$ cat src/rtl/dca_lpixm_axi_bridge.sv
// dca_lpixm_axi_bridge
//   Converts the LSU's merged slxq request stream into AXI4 AR/R and
//   AW/W/B traffic and returns replies on the slxy stream. One transaction
//   is in flight at a time and the AXI ID is fixed at 0 (ports tied outside).
//
//   Optional feature: define DCA_LPIXM_AXI_BRIDGE_LENCHECK_EN to count write
//   beats, generate wlast from the count and flag a sticky len_error when the
//   upstream slxqlast disagrees with the count.
module dca_lpixm_axi_bridge #(
  parameter int BW_AXI_ADDR   = 32,
  parameter int BW_AXI_DATA   = 32,
  parameter int BW_LPI_BURDEN = 1
) (
  input  logic                       clk,
  input  logic                       rst,
  // request stream
  input  logic                       slxqvalid,
  input  logic                       slxqlast,
  input  logic                       slxqwrite,
  input  logic [7:0]                 slxqlen,
  input  logic [2:0]                 slxqsize,
  input  logic [1:0]                 slxqburst,
  input  logic [BW_AXI_DATA/8-1:0]   slxqwstrb,
  input  logic [BW_AXI_DATA-1:0]     slxqwdata,
  input  logic [BW_AXI_ADDR-1:0]     slxqaddr,
  input  logic [BW_LPI_BURDEN-1:0]   slxqburden,
  output logic [1:0]                 slxqdready,
  // reply stream
  output logic                       slxyvalid,
  output logic                       slxylast,
  output logic                       slxywreply,
  output logic [1:0]                 slxyresp,
  output logic [BW_AXI_DATA-1:0]     slxyrdata,
  output logic [BW_LPI_BURDEN-1:0]   slxyburden,
  input  logic [1:0]                 slxydready,
  // AXI write address
  output logic [BW_AXI_ADDR-1:0]     awaddr,
  output logic [7:0]                 awlen,
  output logic [2:0]                 awsize,
  output logic [1:0]                 awburst,
  output logic                       awvalid,
  input  logic                       awready,
  // AXI write data
  output logic [BW_AXI_DATA-1:0]     wdata,
  output logic [BW_AXI_DATA/8-1:0]   wstrb,
  output logic                       wlast,
  output logic                       wvalid,
  input  logic                       wready,
  // AXI write response
  input  logic [1:0]                 bresp,
  input  logic                       bvalid,
  output logic                       bready,
  // AXI read address
  output logic [BW_AXI_ADDR-1:0]     araddr,
  output logic [7:0]                 arlen,
  output logic [2:0]                 arsize,
  output logic [1:0]                 arburst,
  output logic                       arvalid,
  input  logic                       arready,
  // AXI read data
  input  logic [BW_AXI_DATA-1:0]     rdata,
  input  logic [1:0]                 rresp,
  input  logic                       rlast,
  input  logic                       rvalid,
  output logic                       rready,
`ifdef DCA_LPIXM_AXI_BRIDGE_LENCHECK_EN
  output logic                       len_error,
`endif
  output logic                       busy
);

  typedef enum logic [2:0] {
    S_IDLE,
    S_AR,
    S_RDATA,
    S_AW,
    S_WDATA,
    S_BRESP
  } state_t;

  state_t                     state;
  logic [BW_LPI_BURDEN-1:0]   burden_q;
  logic                       w_fire;
  logic                       w_last_beat;

  // Lookahead bit of the reply-side ready is reserved and deliberately ignored.
  logic unused_dready_hi;
  assign unused_dready_hi = slxydready[1];

  assign busy   = (state != S_IDLE);
  assign w_fire = (state == S_WDATA) && slxqvalid && wready;

`ifdef DCA_LPIXM_AXI_BRIDGE_LENCHECK_EN
  logic [7:0] wcount;

  assign w_last_beat = (wcount == awlen);

  // Count accepted W beats and latch any slxqlast/count disagreement.
  always_ff @(posedge clk) begin
    if (rst) begin
      wcount    <= 8'd0;
      len_error <= 1'b0;
    end else begin
      if ((state == S_AW) && awready)
        wcount <= 8'd0;
      else if (w_fire)
        wcount <= wcount + 8'd1;
      if (w_fire && (slxqlast != w_last_beat))
        len_error <= 1'b1;
    end
  end
`else
  assign w_last_beat = slxqlast;
`endif

  // Transaction FSM with registered AXI address channels and captured burden.
  always_ff @(posedge clk) begin
    // NOTE: sequential state uses non-blocking assignments so every register
    // samples pre-edge values regardless of statement order.
    if (rst) begin
      // NOTE: the captured address/burden registers are cleared as well so
      // the AXI address buses read 0 out of reset, not just the valids.
      state    <= S_IDLE;
      burden_q <= '0;
      awaddr   <= '0;
      awlen    <= 8'd0;
      awsize   <= 3'd0;
      awburst  <= 2'd0;
      awvalid  <= 1'b0;
      araddr   <= '0;
      arlen    <= 8'd0;
      arsize   <= 3'd0;
      arburst  <= 2'd0;
      arvalid  <= 1'b0;
    end else begin
      case (state)
        S_IDLE: begin
          if (slxqvalid) begin
            burden_q <= slxqburden;
            if (slxqwrite) begin
              awaddr  <= slxqaddr;
              awlen   <= slxqlen;
              awsize  <= slxqsize;
              awburst <= slxqburst;
              awvalid <= 1'b1;
              state   <= S_AW;
            end else begin
              araddr  <= slxqaddr;
              arlen   <= slxqlen;
              arsize  <= slxqsize;
              arburst <= slxqburst;
              arvalid <= 1'b1;
              state   <= S_AR;
            end
          end
        end
        S_AR: begin
          if (arready) begin
            arvalid <= 1'b0;
            state   <= S_RDATA;
          end
        end
        S_RDATA: begin
          if (rvalid && rready && rlast)
            state <= S_IDLE;
        end
        S_AW: begin
          if (awready) begin
            awvalid <= 1'b0;
            state   <= S_WDATA;
          end
        end
        S_WDATA: begin
          if (w_fire && w_last_beat)
            state <= S_BRESP;
        end
        S_BRESP: begin
          if (bvalid && bready)
            state <= S_IDLE;
        end
        default: state <= S_IDLE;
      endcase
    end
  end

  // Zero-latency pass-through of W, R and B handshakes, selected by state.
  always_comb begin
    // NOTE: every output gets a default first so no path through the case
    // leaves one unassigned, which would infer a latch.
    slxqdready = 2'b00;
    slxyvalid  = 1'b0;
    slxylast   = 1'b0;
    slxywreply = 1'b0;
    slxyresp   = 2'b00;
    slxyrdata  = '0;
    slxyburden = '0;
    wdata      = '0;
    wstrb      = '0;
    wlast      = 1'b0;
    wvalid     = 1'b0;
    bready     = 1'b0;
    rready     = 1'b0;
    case (state)
      S_AR: begin
        // The single read request beat is consumed on the AR handshake.
        slxqdready = {2{arready}};
      end
      S_RDATA: begin
        slxyvalid  = rvalid;
        rready     = slxydready[0];
        slxyrdata  = rdata;
        slxyresp   = rresp;
        slxylast   = rlast;
        slxyburden = burden_q;
      end
      S_WDATA: begin
        wvalid     = slxqvalid;
        slxqdready = {2{wready}};
        wdata      = slxqwdata;
        wstrb      = slxqwstrb;
        wlast      = w_last_beat;
      end
      S_BRESP: begin
        slxyvalid  = bvalid;
        bready     = slxydready[0];
        slxywreply = 1'b1;
        slxylast   = 1'b1;
        slxyresp   = bresp;
        slxyburden = burden_q;
      end
      default: ;
    endcase
  end

endmodule

$ cat config.mk
export PLATFORM = sky130hd
export DESIGN_NAME = dca_lpixm_axi_bridge
export DESIGN_NICKNAME = d
export VERILOG_FILES = /design/src/rtl/dca_lpixm_axi_bridge.sv
export SDC_FILE = /design/constraint.sdc
export NUM_CORES = 1
export LEC_CHECK = 0
export BUFFER_PORTS_ARGS = -buffer_cell sky130_fd_sc_hd__buf_4
export CAP_MARGIN = 10
export CORE_AREA = 2 2 119 121
export CTS_BUF_LIST = sky130_fd_sc_hd__clkbuf_8 sky130_fd_sc_hd__clkbuf_16
export DETAILED_ROUTE_END_ITERATION = 8
export DIE_AREA = 0 0 121 123
export PLACE_DENSITY = 0.67
export RECOVER_POWER = 25
export SYNTH_ARGS = -nofsm -noshare
export SYNTH_HDL_FRONTEND = slang
export SYNTH_SLANG_ARGS = --single-unit
$ cat constraint.sdc
create_clock -name clk -period 1.75 [get_ports clk]
set_clock_uncertainty 0.2 [all_clocks]
set_input_delay 0.35 -clock clk [delete_from_list [all_inputs] [get_ports clk]]
set_output_delay 0.35 -clock clk [all_outputs]
set_load 0.1 [all_outputs]
==> flow_metrics.tcl, run 1 <==
set metrics [dict create \
    drt_wl_total_um 23400 \
    drt_iter0_markers 382 \
    vdd_drop_max_mv 0.732 \
    path_clk_slew_ns 0.07 \
    synth_seq_area_share 0.442 \
    criticalPathCategory "reg2out" \
    clk_latency_ns 0.35 \
    antenna_left 0 \
    dp_slack_ns -0.185 \
    cap_violations 0 \
    cp.required_ns 1.20 \
    die_y_um 123 \
    grt_overflow 0 \
    hpwlAfterDp_um 12000 \
    yosysUniqueCellTypes 33 \
    p_leak_nw 4.06 \
    first_pass_iters 5 \
    hold_violations 0 \
    p_sw_mw 3.58 \
    grt_pass1_vias 5101 \
    die_x_um 121 \
    ys_warn_count 0 \
    slew_headroom 0.570 \
    tritoncts "built" \
    grt_max_degree 61 \
    clockBufferDepth 2 \
    synth-seq-cells 96 \
    die-area_um2 14900 \
    gp_congestion 0.865 \
    whs_path_depth 2 \
    fmax_ghz 0.442 \
    swShare 0.421 \
    cts_root_buf "clkbuf_16" \
    start_kind "flop" \
    internal_power_mw 4.92 \
    drc 0 \
    drive_gt1_frac 0.678 \
    final.period_utilization 1.29 \
    grtUsageTotal 0.258 \
    grt_pass1_wl_um 29500 \
    p_comb_frac 0.473 \
    vias 5706 \
    reg2reg_depth 6 \
    grt_setup_unrepaired "true" \
    row_count 43 \
    syn_area_um2 4350 \
    p_per_area_nw_per_um2 868 \
    wl_per_cell_um 22.2 \
    seq_power_share 0.286 \
    violations "negative setup slack" \
    numClockSinks 96 \
    pin_count 304 \
    tns_ns -53.23 \
    endpoint_kind "output port" \
    h-tree-depth 3 \
    portBuffers 302 \
    core_um2 13600 \
    status "finished with violations" \
    avgViaCountPerCell 5.41 \
    synth_fp_nets 674 \
    fin_ws_ns -0.511 \
    syn_inst 543 \
    setup_viol 173 \
    cts_made_buffers 9 \
    avgSynthCellArea_um2 8.02 \
    layout.nets 999 \
    start_util 0.320 \
    area_growth_syn_to_layout_pct 125 \
    tightest_slew_ns 0.645 \
    clockPowerShare 0.241 \
    final_cell_mix "buf_4, dfxtp_1, nand3_1" \
    hold_class "in2reg" \
    final_common_cell "buf_4" \
    grt_antenna_before_repair 1 \
    fillers 901 \
    path_max_fanout 11 \
    arrival_ns 1.71 \
    period_minus_slack_ns 2.26 \
    slew_viol_final 0 \
]
-- synth_stat cells (all sizes together) --
cell type / n / area (µm²)
a21boi: 1 / 7.51
a21o: 1 / 7.51
a21oi: 95 / 475
a22o: 3 / 26.3
a22oi: 1 / 7.51
a311oi: 1 / 8.76
a31oi: 1 / 6.26
a32oi: 1 / 8.76
and2: 72 / 450
and3b: 1 / 8.76
buf: 31 / 223
clkbuf: 32 / 120
dfxtp: 96 / 1920
inv: 1 / 3.75
mux2i: 1 / 10.0
nand2: 5 / 18.8
nand2b: 2 / 12.5
nand3: 94 / 470
nand3b: 3 / 22.5
nand4bb: 1 / 11.3
nor2: 1 / 3.75
nor2b: 1 / 6.26
nor3b: 2 / 15.0
nor4b: 1 / 15.0
o21a: 1 / 7.51
o21ai: 90 / 450
or3: 1 / 6.26
or4: 1 / 7.51
or4b: 2 / 20.0
-- cells by family after synthesis --
| group | after synthesis | share of synthesized area |
|---|---|---|
| simple gates | 187 | 0.245 |
| buf+inv | 64 | 0.0796 |
| compound gates | 195 | 0.231 |
| flops | 96 | 0.442 |
| mux | 1 | 0.00230 |
-- per-layer routing --
metal | GRT usage | up-vias | share of wire
li1 | - | 2591 | -
met1 | 0.296 | 2790 | 0.38
met2 | 0.444 | 266 | 0.51
met3 | 0.0803 | 59 | 0.077
met4 | 0.107 | 0 | 0.037
met5 | 0 | - | 0
-- worst max-delay path, cell delays in order (launching register included) --
cell and delay (ns):
dfxtp_2 0.34, buf_6 0.12, nor3b_4 0.25, buf_6 0.16
clkbuf_16 0.16, and2_4 0.15, buf_12 0.17
-- worst paths after layout --
path,startpoint,endpoint,slack [ns]
max,state[1]$_SDFFE_PP0P_,wdata[5],-0.51
min,awready,awvalid$_SDFFE_PP0P_,0.02
max reg2reg,state[1]$_SDFFE_PP0P_,awlen[3]$_SDFFE_PP0P_,-0.27
min reg2reg,awaddr[29]$_SDFFE_PP0P_,awaddr[29]$_SDFFE_PP0P_,0.26
-- final cells by class --
class | count | area [µm²] | area share
Multi-Input combinational cell | 385 | 2920 | 0.298
Timing Repair Buffer | 375 | 4400 | 0.450
Tap cell | 180 | 225 | 0.0230
Inverter | 1 | 3.75 | 0.000384
Sequential cell | 96 | 1930 | 0.197
Clock buffer | 9 | 225 | 0.0230
Clock inverter | 7 | 76.3 | 0.00780
Antenna cell | 1 | 2.50 | 0.000256
-- stage by stage --
step / instances / util / area [µm²] / power (mW) / hold WS (ns)
6_report: 1054 / 0.719 / 9790 / 8.49 / 0.0180
4_1_cts: 1026 / 0.644 / 8770 / 7.92 / 0.00907
5_1_grt: 1054 / 0.719 / 9790 / 8.72 / 0.00673
3_3_place_gp: 990 / 0.521 / 7090 / 5.37 / 0.258
3_5_place_dp: 990 / 0.521 / 7090 / 5.37 / 0.270
2_1_floorplan: 543 / - / 4650 / 4.62 / 0.249
-- power by group through the flow --
stage | clock (mW) | sequential [mW] | combinational, mW
3_3_place_gp | 0 | 2.43 | 2.93
2_1_floorplan | 0 | 3.32 | 1.30
4_1_cts | 2.07 | 2.40 | 3.45
5_1_grt | 2.16 | 2.44 | 4.12
3_5_place_dp | 0 | 2.44 | 2.93
6_report | 2.05 | 2.43 | 4.02
-- flip-flops by register name, summed over array words and instances, names as in the netlist --
signal and flops:
awsize 3, arburst 2, araddr 32, arsize 3, arlen 8, awlen 8
awburst 2, arvalid 1, burden_q 1, awaddr 32, awvalid 1, state 3
-- timing repair --
item / CTS / global route
hold endpoints to repair: 0 / 0
pin swaps: 23 / 50
hold buffers: 0 / 0
setup buffers: 9 / 16
endpoints found under the setup margin: 172 / 171
resized for setup: 261 / 163
cloned: 11 / 15
Note: power is estimated with default switching activity, not from simulation.
==> inputs of run 2 (changes only) <==
- ABC_AREA: default -> 1
- CORE_AREA: 2 2 119 121 -> default
- CORE_ASPECT_RATIO: default -> 0.6
- CORE_UTILIZATION: default -> 37
- DIE_AREA: 0 0 121 123 -> default
- PLACE_DENSITY: 0.67 -> 0.77
==> flow_metrics.tcl, run 2 <==
set metrics [dict create \
    synth_seq_area_share 0.456 \
    postGrtWorstEndpoint "wstrb[2]" \
    status "aborted with a tool error" \
    worstEndpointType "primary output" \
    toolErrorMsg "[ERROR DPL-0038] Utilization greater than 100%, impossible to legalize" \
    synth_top_area_frac 0.456 \
    synth_area_leaders "dfxtp_1, nor2_1, inv_1" \
    die_x_um 140 \
    post-synth-top-count-cell "nor2_1" \
    dp_cells 1059 \
    cts_made_buffers 9 \
    yosysUniqueCellTypes 21 \
    avgSynthCellArea_um2 6.74 \
    pin_count 304 \
    dp_slack_ns -0.0879 \
    syn_inst 626 \
    syn_area_um2 4220 \
    clockBufferDepth 2 \
    start_util 0.390 \
    synth_top_cell_by_area "dfxtp_1" \
    portBuffers 302 \
    synth_fp_nets 757 \
    ys_warn_count 0 \
    h-tree-depth 3 \
    grt_max_degree 34 \
    cts_root_buf "clkbuf_16" \
    failing_step "5_1_grt" \
    row_count 29 \
    synth-seq-cells 96 \
    synth_async_sr_flop_share 0 \
    synth_edf_count 0 \
    numClockSinks 96 \
    die_y_um 84.7 \
    ys.flop_type "dfxtp_1" \
    placed_area_um2 7410 \
    hpwlAfterDp_um 12200 \
    synth.top_cells.by_count "nor2_1, dfxtp_1, inv_1" \
    gp_congestion 0.817 \
]
## run 2: through the flow
step / hold slack [ns] / setup TNS (ns)
floorplan: 0.284 / -23.25
global placement: 0.240 / -1.56
detailed placement: 0.254 / -3.57
CTS: 0.0273 / -39.79
## run 2: cells by family after synthesis
kind of cell	after synthesis	synth area share
DFF	96	0.456
buffers and inverters	130	0.134
and+or+nand+nor	299	0.290
AOI/OAI and AO/OA	101	0.120
## run 2: what timing repair did
action	CTS
hold buffers	0
pin swaps	37
setup buffers	27
resized for setup	409
endpoints found under the setup margin	127
cloned	14
==> inputs of run 3 (changes only) <==
- CORE_AREA: default -> 2 2 119 121
- CORE_ASPECT_RATIO: 0.6 -> default
- CORE_UTILIZATION: 37 -> default
- CTS_BUF_LIST: sky130_fd_sc_hd__clkbuf_8 sky130_fd_sc_hd__clkbuf_16 -> default
- DIE_AREA: default -> 0 0 121 123
- PLACE_DENSITY: 0.77 -> default
- PLACE_DENSITY_LB_ADDON: default -> 0.15
- clock period: 1.75 -> 2.3 ns (I/O delays scaled with it)
==> flow_metrics.tcl, run 3 <==
set metrics [dict create \
    placed_area_um2 6910 \
    portBuffers 302 \
    slew_viol_final 0 \
    grt_pass1_vias 4402 \
    cp.required_ns 1.64 \
    stdcell_count 1096 \
    p_leak_nw 3.73 \
    grtUsageTotal 0.205 \
    synth.top_cells.by_count "nor2_1, dfxtp_1, inv_1" \
    yosysUniqueCellTypes 21 \
    hold_class "in2reg" \
    area_growth_syn_to_layout_pct 73.6 \
    fmax_ghz 0.442 \
    synth-seq-cells 96 \
    grt_max_degree 47 \
    status "finished clean" \
    antenna_left 0 \
    die-area_um2 14900 \
    drt_wl_total_um 16300 \
    grt_overflow 0 \
    ys.flop_type "dfxtp_1" \
    wl_per_cell_um 14.8 \
    hold_buffers 0 \
    post-synth-top-count-cell "nor2_1" \
    vias 4846 \
    cts_made_buffers 9 \
    avgViaCountPerCell 4.42 \
    h-tree-depth 3 \
    row_count 43 \
    drt_iter0_markers 180 \
    syn_area_um2 4220 \
    synth_area_leaders "dfxtp_1, nor2_1, inv_1" \
    pin_count 304 \
    synthAdderAreaFrac 0 \
    tritoncts "built" \
    die_x_um 121 \
    synth_top_area_frac 0.456 \
    tightest_slew_ns 0.572 \
    finalInstanceArea_um2 7320 \
    synth_top_family_by_area "simple AND/OR/NAND/NOR gates" \
    top_regs "araddr x32, awaddr x32" \
    synth_edf_count 0 \
    fin_util 0.538 \
    arrival_ns 1.60 \
    synth_mux_area_frac 0 \
    drive_gt1_frac 0.429 \
    synth_seq_area_share 0.456 \
    vdd_drop_max_mv 0.621 \
    synth_async_sr_flop_share 0 \
    syn_inst 626 \
    whs_path_depth 3 \
    avgSynthCellArea_um2 6.74 \
    dp_cells 1078 \
    core_um2 13600 \
    reg2reg_depth 9 \
    period_minus_slack_ns 2.26 \
    grt_antenna_before_repair 0 \
    endpoint_kind "output port" \
    holdWs_ns 0.156 \
    synth-simple-area-share 0.290 \
    numClockSinks 96 \
    start_kind "flop" \
    ys_warn_count 0 \
    final_common_cell "buf_4" \
    start_util 0.310 \
    hpwlAfterDp_um 11700 \
    drc 0 \
    path_max_fanout 20 \
    clk_latency_ns 0.33 \
    cap_violations 0 \
    synth_top_cell_by_area "dfxtp_1" \
    final.period_utilization 0.985 \
    layout.nets 1042 \
    slew_headroom 0.620 \
    p_per_area_nw_per_um2 1360 \
    cts_root_buf "clkbuf_16" \
    die_y_um 123 \
    gp_congestion 0.781 \
    grt_pass1_wl_um 23900 \
    synth_xor_area_frac 0 \
    hold_violations 0 \
    synth_compound_area_frac 0.120 \
    first_pass_iters 6 \
    clockBufferDepth 2 \
    final_cell_mix "buf_4, nor2_1, dfxtp_1" \
    antennaDiodeCount 0 \
    fillers 1355 \
    setup_viol 0 \
    criticalPathCategory "reg2out" \
    synth_fp_nets 757 \
    path_clk_slew_ns 0.07 \
]
==> run 3: area by class of cell <==
type / instances / area, µm² / share of cell area
Clock buffer: 10 / 239 / 0.0326
Clock inverter: 6 / 91.3 / 0.0125
Inverter: 89 / 337 / 0.0460
Multi-Input combinational cell: 400 / 2050 / 0.280
Sequential cell: 96 / 1930 / 0.263
Tap cell: 180 / 225 / 0.0308
Timing Repair Buffer: 315 / 2460 / 0.336
==> run 3: worst paths after layout <==
check / end / from / slack, ns
setup / recovery: slxyrdata[0] / state[0]$_SDFFE_PP0P_ / 0.04
hold / removal: araddr[15]$_SDFFE_PP0P_ / slxqaddr[15] / 0.16
setup reg to reg: araddr[30]$_SDFFE_PP0P_ / state[1]$_SDFFE_PP0P_ / 0.28
hold reg to reg: awvalid$_SDFFE_PP0P_ / awvalid$_SDFFE_PP0P_ / 0.25
==> run 3: stage by stage <==
step / total power, mW / setup WS (ns) / setup TNS, ns
2_1_floorplan: 6.96 / -0.439 / -15.26
3_3_place_gp: 8.26 / 0.224 / 0
3_5_place_dp: 8.27 / 0.219 / 0
4_1_cts: 10.1 / 0.000625 / 0
5_1_grt: 10.3 / -0.0224 / -0.0274
6_report: 9.95 / 0.0355 / 0
==> run 3: cell families (layout without fill, tap and decap cells) <==
logic type | Yosys count | after routing
simple gates | 299 | 299
buf+inv | 130 | 420
compound gates | 101 | 101
flops | 96 | 96
==> run 3: what timing repair did <==
item	in CTS	in global routing
gates cloned	1	0
pin swaps	1	0
endpoints found under the setup margin	73	29
setup buffers	1	0
gates resized for setup	49	10
==> run 3: worst max-delay path: stages, from the launching register on <==
cell and delay (ns):
dfxtp_2 0.37, inv_1 0.12, nand3_4 0.14, buf_16 0.20, nor2_1 0.13, buf_4 0.31
==> run 3: layer usage <==
layer | part of all wire | track usage | wire length, µm | vias to the layer above
met5 | 0 | 0 | 0 | -
met4 | 0.015 | 0.0625 | 244 | 0
met3 | 0.088 | 0.0627 | 1440 | 16
met2 | 0.49 | 0.354 | 8010 | 182
met1 | 0.40 | 0.245 | 6570 | 2158
li1 | - | - | - | 2490
==> run 3: power by group <==
group	switching [mW]	total, mW	leakage [nW]	internal, mW
logic	4.95	6.17	2.79	1.22
clock network	0.657	1.64	0.151	0.987
registers	0.174	2.13	0.784	1.96
total	5.78	9.95	3.73	4.17
==> inputs of run 4 (changes only) <==
- GPL_TIMING_DRIVEN: default -> 0
==> flow_metrics.tcl, run 4 (same netlist as run 3, synthesis figures left out) <==
set metrics [dict create \
    reg2reg_to "arlen[3]$_SDFFE_PP0P_" \
    p_leak_nw 3.83 \
    hold_class "in2reg" \
    h-tree-depth 3 \
    grt_pass1_wl_um 24500 \
    core_um2 13600 \
    drc 0 \
    first_pass_iters 4 \
    final.period_utilization 0.968 \
    cp.required_ns 1.64 \
    grt_pass1_vias 4599 \
    cap_violations 0 \
    r2r_slack_ns 0.31 \
    grt_overflow 0 \
    row_count 43 \
    gp_congestion 0.744 \
    layout.nets 1071 \
    die_y_um 123 \
    finalInstanceArea_um2 7600 \
    clk_latency_ns 0.33 \
    grt_max_degree 17 \
    wl_per_cell_um 14.9 \
    rr_startpoint "state[1]$_SDFFE_PP0P_" \
    holdPathEnd "araddr[28]$_SDFFE_PP0P_" \
    setup_viol 0 \
    antenna_left 0 \
    slew_headroom 0.618 \
    grt_antenna_before_repair 0 \
    avgViaCountPerCell 4.40 \
    endpoint_kind "output port" \
    hold_violations 0 \
    drt_wl_total_um 16700 \
    portBuffers 302 \
    dp_cells 1108 \
    grtUsageTotal 0.212 \
    pin_count 304 \
    fin_util 0.559 \
    numClockSinks 96 \
    min-delay-start "slxqaddr[28]" \
    fillers 1321 \
    cts_made_buffers 9 \
    cts_root_buf "clkbuf_16" \
    start_util 0.310 \
    drt_iter0_markers 160 \
    tightest_slew_ns 0.573 \
    die-area_um2 14900 \
    drive_gt1_frac 0.430 \
    vdd_drop_max_mv 0.644 \
    whs_path_depth 3 \
    die_x_um 121 \
    p_per_area_nw_per_um2 1300 \
    arrival_ns 1.57 \
    top_regs "araddr x32, awaddr x32" \
    final_cell_mix "buf_4, nor2_1, dfxtp_1" \
    slew_viol_final 0 \
    tns_ns 0 \
    criticalPathCategory "reg2out" \
    area_growth_syn_to_layout_pct 80.2 \
    reg2reg_depth 10 \
    status "finished clean" \
    start_kind "flop" \
    tritoncts "built" \
    fmax_ghz 0.449 \
    path_max_fanout 10 \
    path_clk_slew_ns 0.07 \
    stdcell_count 1125 \
    placed_area_um2 7000 \
    hpwlAfterDp_um 12600 \
    clockBufferDepth 2 \
    vias 4952 \
    final_common_cell "buf_4" \
    period_minus_slack_ns 2.23 \
    antennaDiodeCount 0 \
    hold_buffers 0 \
]
run 4: repair_timing:
| action | in CTS | in global routing |
|---|---|---|
| endpoints found under the setup margin | 77 | 65 |
| cloned | 0 | 0 |
| resized for setup | 114 | 12 |
| setup buffers | 1 | 0 |
| pin swaps | 1 | 0 |
run 4: layout make-up:
class / instances / area (µm²) / share of cell area
Buffer: 41 / 285 / 0.0375
Clock buffer: 10 / 229 / 0.0301
Multi-Input combinational cell: 400 / 2020 / 0.266
Sequential cell: 96 / 1930 / 0.254
Timing Repair Buffer: 303 / 2530 / 0.333
Clock inverter: 6 / 45.0 / 0.00592
Inverter: 89 / 337 / 0.0443
Tap cell: 180 / 225 / 0.0296
run 4: power by group:
group / total (mW) / switching [mW] / internal, mW
Sequential: 2.13 / 0.171 / 1.96
Clock: 1.39 / 0.653 / 0.737
Combinational: 6.38 / 4.98 / 1.40
Total: 9.90 / 5.80 / 4.10
run 4: worst max-delay path, stage by stage (launching register included):
cell and delay (ns):
dfxtp_4 0.38, nor2_4 0.12, nand2_2 0.08, buf_6 0.16
buf_8 0.17, nor2_4 0.11, buf_8 0.20
run 4: stage by stage:
step	worst slack, ns	hold slack [ns]	total power [mW]
5_1_grt	-0.000411	0.147	10.3
2_1_floorplan	-0.439	0.284	6.96
3_5_place_dp	-0.138	0.244	8.29
6_report	0.0729	0.150	9.90
3_3_place_gp	-0.140	0.238	8.28
4_1_cts	0.00640	0.143	10.0
run 4: how the worst max path moves through the flow:
stage / from / depth (start not counted) / to / slack (ns)
floorplan: state[0]$_SDFFE_PP0P_ / 4 / wdata[10] / -0.44
global placement: state[1]$_SDFFE_PP0P_ / 6 / wdata[23] / -0.14
detailed placement: state[1]$_SDFFE_PP0P_ / 6 / wdata[23] / -0.14
CTS: state[2]$_SDFFE_PP0P_ / 5 / slxyburden / 0.006
global route: state[0]$_SDFFE_PP0P_ / 6 / slxyrdata[11] / -0.0004
finish: state[1]$_SDFFE_PP0P_ / 6 / wdata[25] / 0.07
run 4: per-layer routing:
metal / part of all wire / global-route usage / vias to the layer above
li1: - / - / 2549
met3: 0.088 / 0.0729 / 18
met5: 0 / 0 / -
met2: 0.51 / 0.376 / 169
met1: 0.39 / 0.240 / 2216
met4: 0.019 / 0.0632 / 0
